<file path="src/rtl/pipelined_multiplier.sv">
// Purpose : Unsigned shift-add multiplier, one partial product per pipeline
//           stage, with valid/ready handshake and a global stall.
// Ports   : clk, reset        - clock, asynchronous active-high reset
//           in_valid/in_ready - operand handshake (in_ready is combinational)
//           multiplicand      - MULTIPLICANDLEN-bit unsigned operand
//           multiplier        - MULTIPLIERLEN-bit unsigned operand
//           out_valid/out_ready - product handshake
//           product           - PRODUCTLEN-bit result from the final stage
//           inflight          - number of stages currently holding a valid op
module pipelined_multiplier #(
   parameter int unsigned MULTIPLICANDLEN = 8,
   parameter int unsigned MULTIPLIERLEN   = 8
) (
   input  logic                                       clk,
   input  logic                                       reset,
   input  logic                                       in_valid,
   output logic                                       in_ready,
   input  logic [MULTIPLICANDLEN-1:0]                 multiplicand,
   input  logic [MULTIPLIERLEN-1:0]                   multiplier,
   output logic                                       out_valid,
   input  logic                                       out_ready,
   output logic [MULTIPLICANDLEN+MULTIPLIERLEN-1:0]   product,
   output logic [$clog2(MULTIPLIERLEN+1)-1:0]         inflight
);

   localparam int unsigned PRODUCTLEN = MULTIPLICANDLEN + MULTIPLIERLEN;
   localparam int unsigned NSTAGE     = MULTIPLIERLEN;
   localparam int unsigned CNTW       = $clog2(MULTIPLIERLEN + 1);

   // Whole pipeline moves together; any hold at the output freezes every stage.
   logic w_advance;
   assign w_advance = !out_valid || out_ready;
   assign in_ready  = w_advance;

   for (genvar k = 0; k < NSTAGE; k++) begin : g_stage
      logic                       r_valid;
      logic [PRODUCTLEN-1:0]      r_acc;
      logic [MULTIPLICANDLEN-1:0] r_mcand;
      logic [MULTIPLIERLEN-1:0]   r_mplier;

      logic                       w_prev_valid;
      logic [PRODUCTLEN-1:0]      w_prev_acc;
      logic [MULTIPLICANDLEN-1:0] w_prev_mcand;
      logic [MULTIPLIERLEN-1:0]   w_prev_mplier;
      logic [PRODUCTLEN-1:0]      w_addend;

      // Stage 0 starts from the raw operands and a zero accumulator.
      if (k == 0) begin : g_first
         assign w_prev_valid  = in_valid;
         assign w_prev_acc    = '0;
         assign w_prev_mcand  = multiplicand;
         assign w_prev_mplier = multiplier;
      end else begin : g_chain
         assign w_prev_valid  = g_stage[k-1].r_valid;
         assign w_prev_acc    = g_stage[k-1].r_acc;
         assign w_prev_mcand  = g_stage[k-1].r_mcand;
         assign w_prev_mplier = g_stage[k-1].r_mplier;
      end

      // Partial product for weight 2^k, widened before the shift so nothing is lost.
      assign w_addend = w_prev_mplier[k] ? (PRODUCTLEN'(w_prev_mcand) << k) : '0;

      // Stage register: loads from predecessor on advance, holds otherwise.
      always_ff @(posedge clk or posedge reset) begin
         if (reset) begin
            r_valid  <= 1'b0;
            r_acc    <= '0;
            r_mcand  <= '0;
            r_mplier <= '0;
         end else if (w_advance) begin
            r_valid  <= w_prev_valid;
            r_acc    <= w_prev_acc + w_addend;
            r_mcand  <= w_prev_mcand;
            r_mplier <= w_prev_mplier;
         end
      end
   end

   // Occupancy: on an advancing edge one slot enters (maybe empty) and the
   // final slot leaves (emitted if it was valid), so the net change is in-out.
   logic [CNTW-1:0] r_inflight;
   always_ff @(posedge clk or posedge reset) begin
      if (reset) begin
         r_inflight <= '0;
      end else if (w_advance) begin
         r_inflight <= r_inflight + CNTW'(in_valid) - CNTW'(out_valid);
      end
   end

   assign out_valid = g_stage[NSTAGE-1].r_valid;
   assign product   = g_stage[NSTAGE-1].r_acc;
   assign inflight  = r_inflight;

   // Final-stage operand copies have no consumer.
   logic w_unused_ops;
   assign w_unused_ops = ^{g_stage[NSTAGE-1].r_mcand, g_stage[NSTAGE-1].r_mplier};

endmodule

</file>
<file path="config.mk">
export PLATFORM = sky130hd
export DESIGN_NAME = pipelined_multiplier
export DESIGN_NICKNAME = d
export VERILOG_FILES = /design/src/rtl/pipelined_multiplier.sv
export SDC_FILE = /design/constraint.sdc
export NUM_CORES = 1
export LEC_CHECK = 0
export BUFFER_PORTS_ARGS = -buffer_cell sky130_fd_sc_hd__buf_2
export CORE_MARGIN = 2
export CORE_UTILIZATION = 40
export DETAILED_ROUTE_END_ITERATION = 10
export GPL_ROUTABILITY_DRIVEN = 0
export HOLD_SLACK_MARGIN = 0.12
export PLACE_DENSITY_LB_ADDON = 0.25
export RECOVER_POWER = 50
export SKIP_CTS_REPAIR_TIMING = 1
export SLEW_MARGIN = 20
export SYNTH_ARGS = -nofsm -noshare
export SYNTH_HDL_FRONTEND = slang
export SYNTH_SLANG_ARGS = --single-unit
export TNS_END_PERCENT = 5
</file>
<file path="constraint.sdc">
create_clock -name clk -period 10.48 [get_ports clk]
set_input_delay 3.144 -clock clk [delete_from_list [all_inputs] [get_ports clk]]
set_output_delay 3.144 -clock clk [all_outputs]
set_load 0.05 [all_outputs]
</file>
; ---- Word-level counts from Yosys, hierarchy flattened
; Cells that the tools add are included.
[word_totals]
reg_bits = 252
inputBits = 20
output_inout_bits = 22
elab_cells = 50
[classes]
addsub = 9
mux = 8
reduce_logical = 2
[op_table]
columns = cell, n
row1 = 16-bit by 10-bit adder with 16-bit output, 1
row2 = 16-bit by 11-bit adder with 16-bit output, 1
row3 = 16-bit by 12-bit adder with 16-bit output, 1
row4 = 16-bit by 13-bit adder with 16-bit output, 1
row5 = 16-bit by 14-bit adder with 16-bit output, 1
row6 = 16-bit by 15-bit adder with 16-bit output, 1
row7 = 16-bit by 9-bit adder with 16-bit output, 1
row8 = 15-bit 2-to-1 mux, 1
row9 = 14-bit 2-to-1 mux, 1
row10 = 13-bit 2-to-1 mux, 1
row11 = 12-bit 2-to-1 mux, 1
row12 = 11-bit 2-to-1 mux, 1
row13 = 10-bit 2-to-1 mux, 1
row14 = 9-bit 2-to-1 mux, 1
row15 = 8-bit 2-to-1 mux, 1
row16 = 4-bit by 1-bit adder with 4-bit output, 1
row17 = 4-bit by 1-bit subtractor with 4-bit output, 1
row18 = 1-bit logical NOT, 1
row19 = 1-bit logical OR, 1

; ---- Depth between registers and ports, before layout
[logic_depth]
depth_word = 2
ltp_mapped = 9
depth_no_buf = 9

; ---- Least setup slack after synthesis
; Ideal clock, no wire load.
[synth_timing]
kind = input to output
start = input out_ready
end = output in_ready
arrival_ns = 3.869
required_time_ns = 7.336
path_slack_ns = 3.467
stages = 5
n_path_buf = 3
cell_sequence = nor2b_4 -> inv_2 -> buf_4 -> buf_2 -> buf_2
[synth_between]
elab_chain_cells = 1
[synth_lines]
columns = item, line_no
row1 = "start, declared", 21  ; input logic out_ready,
row2 = 1-bit logical OR, 32  ; assign w_advance = !out_valid || out_ready;
row3 = "end, declared", 17  ; output logic in_ready,
; Every way passes these cells.

; ---- Worst setup path in the final report
[layout_timing]
start = input out_ready
end = register g_stage[2].r_acc[9]
[layout_between]
elab_chain_cells = 1
[layout_lines]
columns = item, line_no
row1 = 1-bit logical OR, 32
row2 = "end signal, assigned", 72  ; r_acc <= w_prev_acc + w_addend;
row3 = "end, declared", 37  ; logic [PRODUCTLEN-1:0] r_acc;
; Every way passes these cells.
; A chain may end at the register's enable or synchronous reset.

==> impl_metrics.env <==
export IMPL_area_growth_pct=9.59
export IMPL_die_h_um=164
export IMPL_combPwrFrac_pct=43.8
export IMPL_clk_latency_ns=0.44
export IMPL_end_kind="register"
export IMPL_finalHoldViolations=0
export IMPL_arrival_ns=8.00
export IMPL_cts_tree="yes"
export IMPL_fin_crit_sh_pct=73.4
export IMPL_r2r_slack_ns=5.19
export IMPL_track_usage_pct=15.3
export IMPL_fillerInstances=2535
export IMPL_async_flop_share_pct=100
export IMPL_rows=58
export IMPL_synth_fp_nets=1218
export IMPL_dr_total_vias=7445
export IMPL_start_kind="input port"
export IMPL_synth_largest_area_cell="dfrtp_1"
export IMPL_route_final_wire_length_um=19200
export IMPL_syn_avg_cell_area_um2=9.04
export IMPL_avgRoutedWirePerCell_um=12.9
export IMPL_ys_types=48
export IMPL_rsz0062_at_grt="no"
export IMPL_worst_pin_slew_ns=4.94
export IMPL_outcome="complete, but fails checks"
export IMPL_grt_antenna_before_repair=0
export IMPL_max_cap_violations=2
export IMPL_fin_crit_ns=7.69
export IMPL_cts_buffers=17
export IMPL_utilization_pct=44.5
export IMPL_cp_required_ns=10.79
export IMPL_p_int_mw=2.06
export IMPL_avgViaCountPerCell=5.00
export IMPL_multiInputGateArea_um2=5040
export IMPL_pwr_share_seq_pct=37.2
export IMPL_cts_root_buffer="clkbuf_16"
export IMPL_firstDrtPassIters=6
export IMPL_grt_first_pass_wirelength_um=33600
export IMPL_drt_iter0_drc=369
export IMPL_design_die_area_um2=26900
export IMPL_worstSetupPathType="in2reg"
export IMPL_ys_seq_area_share_pct=47.7
export IMPL_diodes=0
export IMPL_peakVddDrop_mv=0.383
export IMPL_crit_slowest_cell="clkbuf_2"
export IMPL_switching_share_pct=41.3
export IMPL_grtUsageMet3_pct=2.45
export IMPL_io_pin_count=42
export IMPL_mostFrequentLayoutCells="nand2_1, dfrtp_1, ha_1"
export IMPL_slew_viol_final=391
export IMPL_hpwl_um=12200
export IMPL_hp_class="reg2reg"
export IMPL_grt_overflow_total=0
export IMPL_synth_seq_cells=195
export IMPL_grt_pass1_vias=7461
export IMPL_fp_dieW_um=164
export IMPL_synth_edf_count=0
export IMPL_grt_max_degree=257
export IMPL_fin_skew_ns=0.0159
export IMPL_setup_viol_count_final=0
export IMPL_violations="max-capacitance violations, max-slew violations"
export IMPL_core_area_um2=25200
export IMPL_ff_latch_area_um2=4880
export IMPL_busiest_layer="met2"
export IMPL_setup_tns_ns=0
export IMPL_synthTopCellsByArea="dfrtp_1, nand2_1, ha_1, and2_1, nor3b_1"
export IMPL_met1_usage_pct=18.2
export IMPL_layout_commonest_cell="nand2_1"
export IMPL_cts_max_level=4
export IMPL_p_switching_mw=1.45
export IMPL_clkPwrFrac_pct=19.0
export IMPL_synth_ff_type="dfrtp_1"
export IMPL_drive_gt1_share_pct=6.56
export IMPL_grt_met2_usage_pct=27.9
export IMPL_clock_path_buffers=2
export IMPL_nets=1233
export IMPL_io_buffers=41
export IMPL_cp_cell_sequence="buf_2 -> nor2b_1 -> clkbuf_2 -> nor3b_1 -> a221oi_1 -> nand2_1"
export IMPL_cts_num_sinks=195
export IMPL_critical_path_max_stage_delay_ns=3.30
export IMPL_initial_core_util_pct=40.6
export IMPL_crit_fanout=256
export IMPL_yosysWarnings=0
export IMPL_clkSlewWorstSetupHoldPaths_ns=0.07
export IMPL_p_leak_nw=5.66
export IMPL_slew_headroom_pct=-229
export IMPL_drc=0
export IMPL_synth_area_um2=10200
export IMPL_ant_nets=0
export IMPL_p_per_area_nw_per_um2=314
export IMPL_clock_fmax_ghz=0.130
export IMPL_synth_top_cell_area_share_pct=47.7
export IMPL_syn_inst=1131
-- area by class of cell --
class | count | share of cell area (%)
multi-input cells | 875 | 45.0
flip-flops and latches | 195 | 43.5
clock buffers | 17 | 3.79
well taps | 330 | 3.68
repair buffers | 44 | 1.90
clock inverters | 15 | 1.63
inverters | 13 | 0.480
-- sequential cells by signal (all words and copies together), names as in the netlist --
register,cells
g_stage.r_valid,7
out_valid,1
g_stage.r_acc,83
inflight,4
g_stage.r_mcand,56
g_stage.r_mplier,28
product,16
-- power by group through the flow --
stage / Clock [mW] / Sequential (mW) / Combinational [mW]
after floorplan: 0 / 1.40 / 1.14
after global placement: 0 / 1.32 / 1.51
after detailed placement: 0 / 1.33 / 1.54
after CTS: 0.692 / 1.32 / 1.54
after global routing: 0.718 / 1.37 / 1.76
final: 0.667 / 1.31 / 1.54
-- path summary, 6_finish.rpt --
| path | startpoint | to | depth (start not counted) |
|---|---|---|---|
| min | g_stage[6].r_mcand[0] | g_stage[6].r_mcand[0] | 2 |
| min in group asynchronous | reset | g_stage[0].r_mplier[6] | 2 |
| max in group asynchronous | reset | g_stage[5].r_mcand[6] | 2 |
| max | out_ready | g_stage[2].r_acc[9] | 6 |
| max reg2reg | out_valid | g_stage[2].r_acc[9] | 5 |
| min reg2reg | g_stage[6].r_mcand[0] | g_stage[6].r_mcand[0] | 2 |
-- layer usage --
layer	vias to the layer above	part of all wire (%)	wire, um
met3	17	1.9	357
met5	-	0	0
met1	3501	46	8890
met2	65	51	9750
li1	3862	-	-
met4	0	1.2	228
-- cells in the mapped netlist (all sizes together), types with 7 or more instances --
master and count:
o21ai 48, o21bai 13, mux2i 13, buf 47, o31a 11, and2 54, nor3b 33, nand3 15
a21o 16, o31ai 14, a211oi 34, ha 59, o21a 8, inv 13, dfrtp 195, fa 8
nor3 17, a21oi 11, nand2b 12, a221oi 7, nand2 452, nor2 11
-- worst max-delay path, delay by kind of cell --
kind / cells / cell delay [ns]
AOI/OAI and AO/OA: 1 / 0.48
buffers and inverters: 2 / 3.40
and+or+nand+nor: 3 / 0.62
-- per-stage QoR --
stage               setup WS [ns]  area [um2]  std cells  hold WS, ns  total power, mW
finish                       2.79       11200       1489        0.465             3.52
global route                 1.91       11200       1489        0.486             3.85
CTS                          3.16       11300       1489        0.469             3.55
detailed placement           3.16       10600       1457        0.452             2.86
global placement             3.16       10600       1457        0.443             2.82
floorplan                    2.02       10200       1131        0.430             2.54
-- kinds of logic after synthesis --
logic type	count (synthesis)	share of synthesized area, %
DFF	195	47.7
AOI/OAI and AO/OA	176	12.2
adders and majority gates	67	8.78
muxes	13	1.27
buffers and inverters	61	2.92
and+or+nand+nor	612	26.5
xor gates and xnor gates	7	0.599
No activity file was read; power rests on OpenSTA's default activity.
